==> config.mk <==
export PLATFORM = sky130hd
export DESIGN_NAME = poly_tone_synth
export DESIGN_NICKNAME = d
export VERILOG_FILES = /design/src/rtl/poly_synth_pkg.sv /design/src/rtl/tone_channel.sv /design/src/rtl/poly_tone_synth.sv
export SDC_FILE = /design/constraint.sdc
export NUM_CORES = 2
export LEC_CHECK = 0
export CAP_MARGIN = 20
export CORE_MARGIN = 2
export CORE_UTILIZATION = 45
export CTS_BUF_LIST = sky130_fd_sc_hd__clkbuf_4
export CTS_CLUSTER_DIAMETER = 200
export DETAILED_ROUTE_END_ITERATION = 6
export GPL_TIMING_DRIVEN = 0
export MAX_ROUTING_LAYER = met4
export PLACE_DENSITY = 0.66
export SYNTH_ARGS = -nofsm -noshare
export SYNTH_HDL_FRONTEND = slang
export SYNTH_SLANG_ARGS = --single-unit
==> constraint.sdc <==
create_clock -name clock -period 62.4 [get_ports clock]
set_clock_uncertainty 0.2 [all_clocks]
set_input_delay 12.48 -clock clock [delete_from_list [all_inputs] [get_ports clock]]
set_output_delay 12.48 -clock clock [all_outputs]
set_load 0.01 [all_outputs]
==> src/rtl/poly_synth_pkg.sv <==
// Shared constants and width helpers for the polyphonic tone synthesiser.
package poly_synth_pkg;

  typedef enum logic {
    DUTY_HALF    = 1'b0,
    DUTY_QUARTER = 1'b1
  } duty_e;

  // Mixer accumulator width: one extra bit per doubling of the channel count.
  function automatic int mix_width(input int out_w, input int num_ch);
    return out_w + ((num_ch > 1) ? $clog2(num_ch) : 0);
  endfunction

  // Prescaler counter width able to hold div-1 for any div >= 1.
  function automatic int div_width(input int div);
    return $clog2(div + 1);
  endfunction

endpackage

==> src/rtl/tone_channel.sv <==
// One tone voice: phase down-counter, attack/release envelope and registered
// signed amplitude.
module tone_channel
  import poly_synth_pkg::*;
#(
  parameter int PERIOD_W = 32,
  parameter int OUT_W    = 32,
  parameter int LVL_MAX  = 15,
  parameter int AMP_STEP = 20000000
) (
  input  logic                    clock,
  input  logic                    reset,
  input  logic                    env_tick,
  input  logic                    play_note,
  input  logic [PERIOD_W-1:0]     period,
  input  logic                    duty_mode,
  output logic signed [OUT_W-1:0] amp,
  output logic                    active
);
  localparam int LVL_W = (LVL_MAX > 0) ? $clog2(LVL_MAX + 1) : 1;
  localparam int MAG_W = OUT_W + LVL_W;
  localparam logic [LVL_W-1:0] LVL_TOP   = LVL_W'(LVL_MAX);
  localparam logic [MAG_W-1:0] STEP      = MAG_W'(AMP_STEP);
  localparam logic [MAG_W-1:0] MAG_LIMIT = MAG_W'((64'd1 << (OUT_W - 1)) - 64'd1);

  logic                    play_prev;
  logic [PERIOD_W-1:0]     cnt;
  logic [PERIOD_W-1:0]     period_reg;
  logic [PERIOD_W-1:0]     thresh;
  logic [LVL_W-1:0]        level;
  logic [LVL_W-1:0]        level_next;
  logic [MAG_W-1:0]        product;
  logic signed [OUT_W-1:0] magnitude;
  logic                    note_on;
  logic                    running;
  logic                    polarity;

  assign note_on  = play_note & ~play_prev;
  assign running  = play_note | (level != '0);
  assign thresh   = (duty_mode == DUTY_QUARTER) ? (period_reg - (period_reg >> 2))
                                                : (period_reg >> 1);
  assign polarity = (cnt >= thresh);

  // Oversized steps clamp per channel so the mixer still saturates cleanly.
  assign product   = MAG_W'(level) * STEP;
  assign magnitude = (product > MAG_LIMIT) ? OUT_W'(MAG_LIMIT) : OUT_W'(product);

  always_comb begin
    level_next = level;
    if (env_tick) begin
      if (play_note && (level != LVL_TOP)) begin
        level_next = level + LVL_W'(1);
      end else if (!play_note && (level != '0)) begin
        level_next = level - LVL_W'(1);
      end
    end
  end

  // period_reg only follows the input at note-on or reload, so polarity
  // thresholds stay consistent for the whole running cycle.
  always_ff @(posedge clock or posedge reset) begin
    if (reset) begin
      play_prev  <= 1'b0;
      cnt        <= '0;
      period_reg <= '0;
      level      <= '0;
      amp        <= '0;
      active     <= 1'b0;
    end else begin
      play_prev <= play_note;
      level     <= level_next;
      active    <= (level_next != '0);
      if (note_on || (running && (cnt == '0))) begin
        cnt        <= period - PERIOD_W'(1);
        period_reg <= period;
      end else if (running) begin
        cnt <= cnt - PERIOD_W'(1);
      end
      if ((level == '0) || (period_reg < PERIOD_W'(2))) begin
        amp <= '0;
      end else begin
        amp <= polarity ? magnitude : -magnitude;
      end
    end
  end

endmodule

==> src/rtl/poly_tone_synth.sv <==
// Polyphonic square/pulse tone synthesiser: shared prescalers, saturating
// mixer and a single-slot sample output handshake.
module poly_tone_synth
  import poly_synth_pkg::*;
#(
  parameter int NUM_CH     = 8,
  parameter int PERIOD_W   = 32,
  parameter int OUT_W      = 32,
  parameter int LVL_MAX    = 15,
  parameter int AMP_STEP   = 20000000,
  parameter int ENV_DIV    = 50000,
  parameter int SAMPLE_DIV = 1042
) (
  input  logic                       clock,
  input  logic                       reset,
  input  logic [NUM_CH-1:0]          play_note,
  input  logic [NUM_CH*PERIOD_W-1:0] period,
  input  logic [NUM_CH-1:0]          duty_mode,
  input  logic                       out_allowed,
  output logic signed [OUT_W-1:0]    sample_out,
  output logic                       write_out,
  output logic [NUM_CH-1:0]          active
);
  localparam int SUM_W = mix_width(OUT_W, NUM_CH);
  localparam int ENV_W = div_width(ENV_DIV);
  localparam int SMP_W = div_width(SAMPLE_DIV);
  localparam logic signed [SUM_W-1:0] SAT_MAX = SUM_W'((64'sd1 <<< (OUT_W - 1)) - 64'sd1);
  localparam logic signed [SUM_W-1:0] SAT_MIN = -SAT_MAX - SUM_W'(1);

  logic [ENV_W-1:0]        env_cnt;
  logic [SMP_W-1:0]        smp_cnt;
  logic                    env_tick;
  logic                    sample_tick;
  logic signed [OUT_W-1:0] amps [NUM_CH];
  logic signed [SUM_W-1:0] sum;
  logic signed [SUM_W-1:0] ext;
  logic signed [SUM_W-1:0] mix_sat;
  logic signed [OUT_W-1:0] mix_q;
  logic                    pending;
  logic                    fire;

  assign env_tick    = (env_cnt == ENV_W'(ENV_DIV - 1));
  assign sample_tick = (smp_cnt == SMP_W'(SAMPLE_DIV - 1));

  for (genvar gi = 0; gi < NUM_CH; gi++) begin : gen_ch
    tone_channel #(
      .PERIOD_W (PERIOD_W),
      .OUT_W    (OUT_W),
      .LVL_MAX  (LVL_MAX),
      .AMP_STEP (AMP_STEP)
    ) u_ch (
      .clock     (clock),
      .reset     (reset),
      .env_tick  (env_tick),
      .play_note (play_note[gi]),
      .period    (period[gi*PERIOD_W +: PERIOD_W]),
      .duty_mode (duty_mode[gi]),
      .amp       (amps[gi]),
      .active    (active[gi])
    );
  end

  always_comb begin
    sum = '0;
    ext = '0;
    for (int i = 0; i < NUM_CH; i++) begin
      ext = amps[i];
      sum = sum + ext;
    end
    if (sum > SAT_MAX) begin
      mix_sat = SAT_MAX;
    end else if (sum < SAT_MIN) begin
      mix_sat = SAT_MIN;
    end else begin
      mix_sat = sum;
    end
  end

  // A write is never issued on the cycle after another; a tick landing then
  // is parked in the pending slot instead.
  assign fire = (sample_tick | pending) & out_allowed & ~write_out;

  always_ff @(posedge clock or posedge reset) begin
    if (reset) begin
      env_cnt    <= '0;
      smp_cnt    <= '0;
      mix_q      <= '0;
      pending    <= 1'b0;
      write_out  <= 1'b0;
      sample_out <= '0;
    end else begin
      env_cnt   <= env_tick ? '0 : env_cnt + ENV_W'(1);
      smp_cnt   <= sample_tick ? '0 : smp_cnt + SMP_W'(1);
      mix_q     <= OUT_W'(mix_sat);
      write_out <= fire;
      pending   <= ~fire & (pending | sample_tick);
      if (fire) begin
        sample_out <= mix_q;
      end
    end
  end

endmodule

**After elaboration in Yosys (flattened, before gate mapping)**

Cells that the tools add are included.

- Bits in registers: 909
- Latch bits: 0
- Bits in writable memories: 0
- Memory bits (read-only): 0
- Input bits: 275
- Word-level logic and storage cells: 349
- Memories kept: 0

- Add/sub/neg operators: 57
- $mul: 8
- Div/mod/pow operators: 0
- Magnitude comparators: 26
- Eq/ne operators: 10
- Shift-type cells: 0
- Muxes and demuxes: 76
- Bitwise operators: 30
- Reduce and logical (&&, ||, !) cells: 88

Operator list:

| kind | number |
|---|---|
| two-way mux 32 bit | 42 |
| subtractor 32 x 1 -> 32 bit, second input constant | 16 |
| greater-or-equal comparator 32 bit | 8 |
| zero test 32 bit | 8 |
| less-than comparator 32 x 2 -> 1 bit, second input constant | 8 |
| negation 32 bit | 8 |
| subtractor 32 x 30 -> 32 bit | 8 |
| > comparator 29 x 31 -> 1 bit, second input constant | 8 |
| two-way mux 31 bit | 8 |
| multiplier 4 x 17 -> 21 bit, second input constant | 8 |
| adder 35 x 32 -> 35 bit | 4 |
| two-way mux 4 bit | 24 |
| nonzero test 4 bit | 16 |
| adder 34 x 32 -> 35 bit | 1 |
| > comparator 35 x 32 -> 1 bit, second input constant | 1 |
| less-than comparator 35 x 32 -> 1 bit, second input constant | 1 |
| adder 33 x 32 -> 34 bit | 1 |
| adder 32 x 32 -> 33 bit | 1 |
| adder 4 x 1 -> 4 bit, second input constant | 8 |
| zero test 4 bit | 8 |
| != test 4 bit, second input constant | 8 |
| subtractor 4 x 1 -> 4 bit, second input constant | 8 |
| logical AND 1 bit | 24 |
| adder 16 x 1 -> 16 bit, second input constant | 1 |
| other kinds (11) | 67 |

**Longest topological paths before layout**

- Depth in word-level cells: 10
- Mapped depth: 26

**Hierarchy**

Synthesis repeated with hierarchy kept, for this count alone.

- Cells, all modules: 10334
- Area, all modules: 83730.3 µm²

By module, submodules not included:

| module | instances | cells an instance | area an instance (µm²) |
|---|---|---|---|
| tone_channel at gen_ch[0].u_ch ... | 5 | 1123 | 8964.8 |
| poly_tone_synth | 1 | 1200 | 11033.1 |
| tone_channel at gen_ch[2].u_ch | 1 | 1214 | 9484.1 |
| tone_channel at gen_ch[7].u_ch | 1 | 1165 | 9379.0 |
| tone_channel at gen_ch[1].u_ch | 1 | 1140 | 9009.9 |

**Worst setup path before layout**

No wires, ideal clock.

- Kind: in2reg
- Start point: input port play_note[4]
- End point: register gen_ch[4].u_ch.cnt[28]
- Setup time: 0.077 ns
- Data arrival time: 17.145 ns
- Required time: 62.123 ns
- Slack: 44.978 ns
- Cell stages on the path: 17
- Buffers on the path: 6
- Cell sequence: nand3b_1 -> nand3_1 -> o32ai_1 -> buf_2 -> clkbuf_1 -> clkbuf_1 -> clkbuf_1 -> clkbuf_1 -> clkbuf_1 -> mux2i_1 -> ha_1 -> nor4b_1 -> nand4b_1 -> a2111oi_0 -> mux2i_1 -> a21oi_1 -> a21oi_1

- Longest elaborated chain between the ends: 4

RTL lines:

| element | line | text |
|---|---|---|
| from (decl) | poly_tone_synth.sv:16 | `input logic [NUM_CH-1:0] play_note,` |
| OR 1 bit | tone_channel.sv:39 | `assign running = play_note \| (level != '0);` |
| logical AND 1 bit | tone_channel.sv:73 | `if (note_on \|\| (running && (cnt == '0))) begin` |
| logical OR 1 bit | tone_channel.sv:73 |  |
| two-way mux 32 bit or nonzero test 2 bit (tied branches) | - |  |
| to (signal assigned) | tone_channel.sv:74 | `cnt <= period - PERIOD_W'(1);` |
| to (signal assigned) | tone_channel.sv:77 | `cnt <= cnt - PERIOD_W'(1);` |
| to (decl) | tone_channel.sv:27 | `logic [PERIOD_W-1:0] cnt;` |

Parallel ways exist; a longest one is shown, timed or not.
A chain may end at the register's enable or synchronous reset.

**Worst setup path in the final report**

Same ends and word-level chain as after synthesis.

==> reports/qor.txt <==
Status -> finished with violations
Failing checks -> design-rule violations
Top cells by count, synth -> 831 x dfrtp_1, 822 x inv_1, 818 x nor2_1
Yosys warnings -> 0
Critical path data required time -> 63.38 ns
DR WL/cell -> 20.8 um
Clk sink count -> 831
Synth unique cells -> 97
WHS Endpoint -> env_cnt[0]
Post-synth ARST share -> 100%
Pre-CTS setup slack -> 41.97 ns
Clk_lat worst skew -> 1.28 ns
Synth Area per Inst -> 8.24 um^2
Initial antenna violation count -> 7
CP cell instances -> clkdlybuf4s50_1, nand3b_1, nand3_1, o32ai_1, buf_2, clkbuf_1, clkbuf_1, clkbuf_1, clkbuf_1, clkbuf_1, mux2i_1, ha_1, nor4b_1, nand4b_1, a2111oi_0, mux2i_1, a21oi_1, a21oi_1
Max Cap Violations -> 0
Synth-to-Final Area Change -> 12.0%
Min-Delay Path Class -> flip-flop to flip-flop
Placement Rows -> 154
Final worst setup slack -> 43.14 ns
GRT overflow -> 0
Max-slew violations -> 0
R2r setup slk -> 53.41 ns
Period utilization -> 30.9%
Most common cell in the synthesized netlist -> dfrtp_1
Setup TNS -> 0 ns
Placed Area -> 0.0859 mm^2
Max clock buf depth -> 4
Worst-path fanout max -> 10
Post-route cell area -> 0.0892 mm^2
Core ar. -> 0.176 mm^2
Detailed Route Iter0 Violations -> 6,572
HP Start -> env_cnt[0]
Crit path launch -> play_note[4]
Syn nets -> 10,872
Worst-path clk slew -> 0.05 ns
Largest net degree at the start of global routing -> 128
Worst slew margin relative to its limit -> 23.3%
I/O Buffers -> 307
Via density -> 5.97
Layout cells sized above 1 -> 6.55%
CTS buffer count -> 276
RePlAce Congestion -> 0.975
CP max stage delay -> 1.00 ns
Post-CTS Setup Repair Bufs -> 0
Final number of hold-violating endpoints -> 0
EDFF count, synth -> 0
Crit end category -> flip-flop
DRC Markers -> 2
First-pass GRT wire length -> 421,000 um
Initial Utilization -> 45.3%
Post-synthesis sequential area ratio -> 26.1%
Post-Route WL -> 267,000 um
Slowest cell on crit path -> a2111oi_0
Yosys reg bits -> 831
Crit Path Category -> input port to flip-flop
Top FF cell, synth -> dfrtp_1
Synthesized area -> 0.0796 mm^2
Worst r2r dst -> gen_ch[4].u_ch.cnt[28]
CTS H-tree lvls -> 5
Detail Route Antenna Nets -> 0
Die area -> 0.180 mm^2
Global Route Usage Sum -> 29.9%
CP arrival -> 20.24 ns
Die Wd -> 425 um
Largest area contributor in the netlist -> dfrtp_1
Area share of the largest cell type after synthesis -> 26.1%
Post_cts resized -> 0
Nets -> 11,477
Die extent in y -> 425 um
Root Driver -> clkbuf_4
Num ports -> 316
RSZ-0062 raised after global routing -> false
Number of hold buffers added after CTS -> 0
Post-synthesis cell count -> 9,659
Achievable frequency -> 0.0519 GHz
Hold_ws -> 0.263 ns
TritonRoute pass-1 iters -> 7
Vias in the first global route -> 75,505
Actual slew at the worst max-slew pin -> 1.15 ns
Hpwl dp -> 208,000 um
Cell family with most CP delay -> buffers and inverters
Most used cell, CP -> clkbuf_1
# setup viols final -> 0
Hold path cells -> 1
Worst Path Buf+Inv -> 7
CTS tree -> built
R2R cell count -> 21
Reg-to-reg critical path startpoint -> gen_ch[4].u_ch.level[0]
Top cells by area, synth -> dfrtp_1 26%, ha_1 12%, a21oi_1 4.5%
CP Launch Type -> input port
Vias -> 76,341
Tmin final -> 19.26 ns
[layer usage]
metal | GRT usage [%] | up-vias | part of all wire [%]
li1 | - | 36097 | -
met1 | 38.4 | 36912 | 44
met2 | 47.6 | 2712 | 47
met3 | 4.13 | 620 | 5.9
met4 | 11.5 | 0 | 3.7
met5 | - | - | 0
[worst max path at each step]
stage                                   endpoint  depth (start not counted)  slack [ns]
after floorplan                       env_cnt[0]                          1       26.38
after global placement    gen_ch[4].u_ch.cnt[24]                          2       14.59
after detailed placement  gen_ch[4].u_ch.cnt[28]                         18       41.97
after CTS                 gen_ch[4].u_ch.cnt[28]                         18       43.36
after global routing      gen_ch[4].u_ch.cnt[28]                         18       42.81
final                     gen_ch[4].u_ch.cnt[28]                         18       43.14
[layout by cell type, fill, tap and decap left out, types with 85 or more instances in the layout]
cell / count
dfrtp_1: 831
inv_1: 821
nor2_1: 818
ha_1: 767
a21oi_1: 708
o21ai_0: 699
nand2_1: 657
nor3_1: 394
a21o_1: 388
clkbuf_4: 383
mux2i_1: 333
xnor2_1: 321
clkbuf_1: 307
clkdlybuf4s50_1: 307
nand3_1: 188
nor4_1: 186
fa_1: 171
mux2_2: 149
and2_1: 142
xor2_1: 135
nand4_1: 126
nand2b_1: 107
or3_1: 99
o31ai_1: 99
o21a_1: 95
a211oi_1: 90
o211ai_1: 85
[kinds of logic (layout without fill, tap and decap cells)]
| group | after synthesis | after routing | synth area share, % |
|---|---|---|---|
| AND/OR/NAND/NOR | 3108 | 3108 | 19.4 |
| AO/OA/AOI/OAI | 2659 | 2659 | 21.1 |
| buffers and inverters | 1183 | 1962 | 5.66 |
| adder cells (fa/ha/maj) | 938 | 938 | 16.4 |
| flip-flops | 831 | 831 | 26.1 |
| multiplexers | 484 | 484 | 6.34 |
| XOR/XNOR | 456 | 456 | 5.02 |
| other | 0 | 12 | 0 |
[per-stage QoR]
stage / cells / utilization [%]
final: 12790 / 50.7
after global routing: 12789 / 50.7
after CTS: 12774 / 50.7
after detailed placement: 12322 / 48.9
after global placement: 12306 / 48.7
after floorplan: 9659 / -
[final cells by class]
class,instances,area [um^2]
fill,17122,86800
clock inverter,69,303
antenna,12,30.0
timing repair buffer,327,3400
sequential,831,20800
buffer,355,1400
tap,2340,2930
multi-input combinational,7645,54300
inverter,828,3120
clock buffer,383,2880
Power is not shown: default switching activity piles up to over one toggle a cycle in this logic, so the estimate is an artifact.
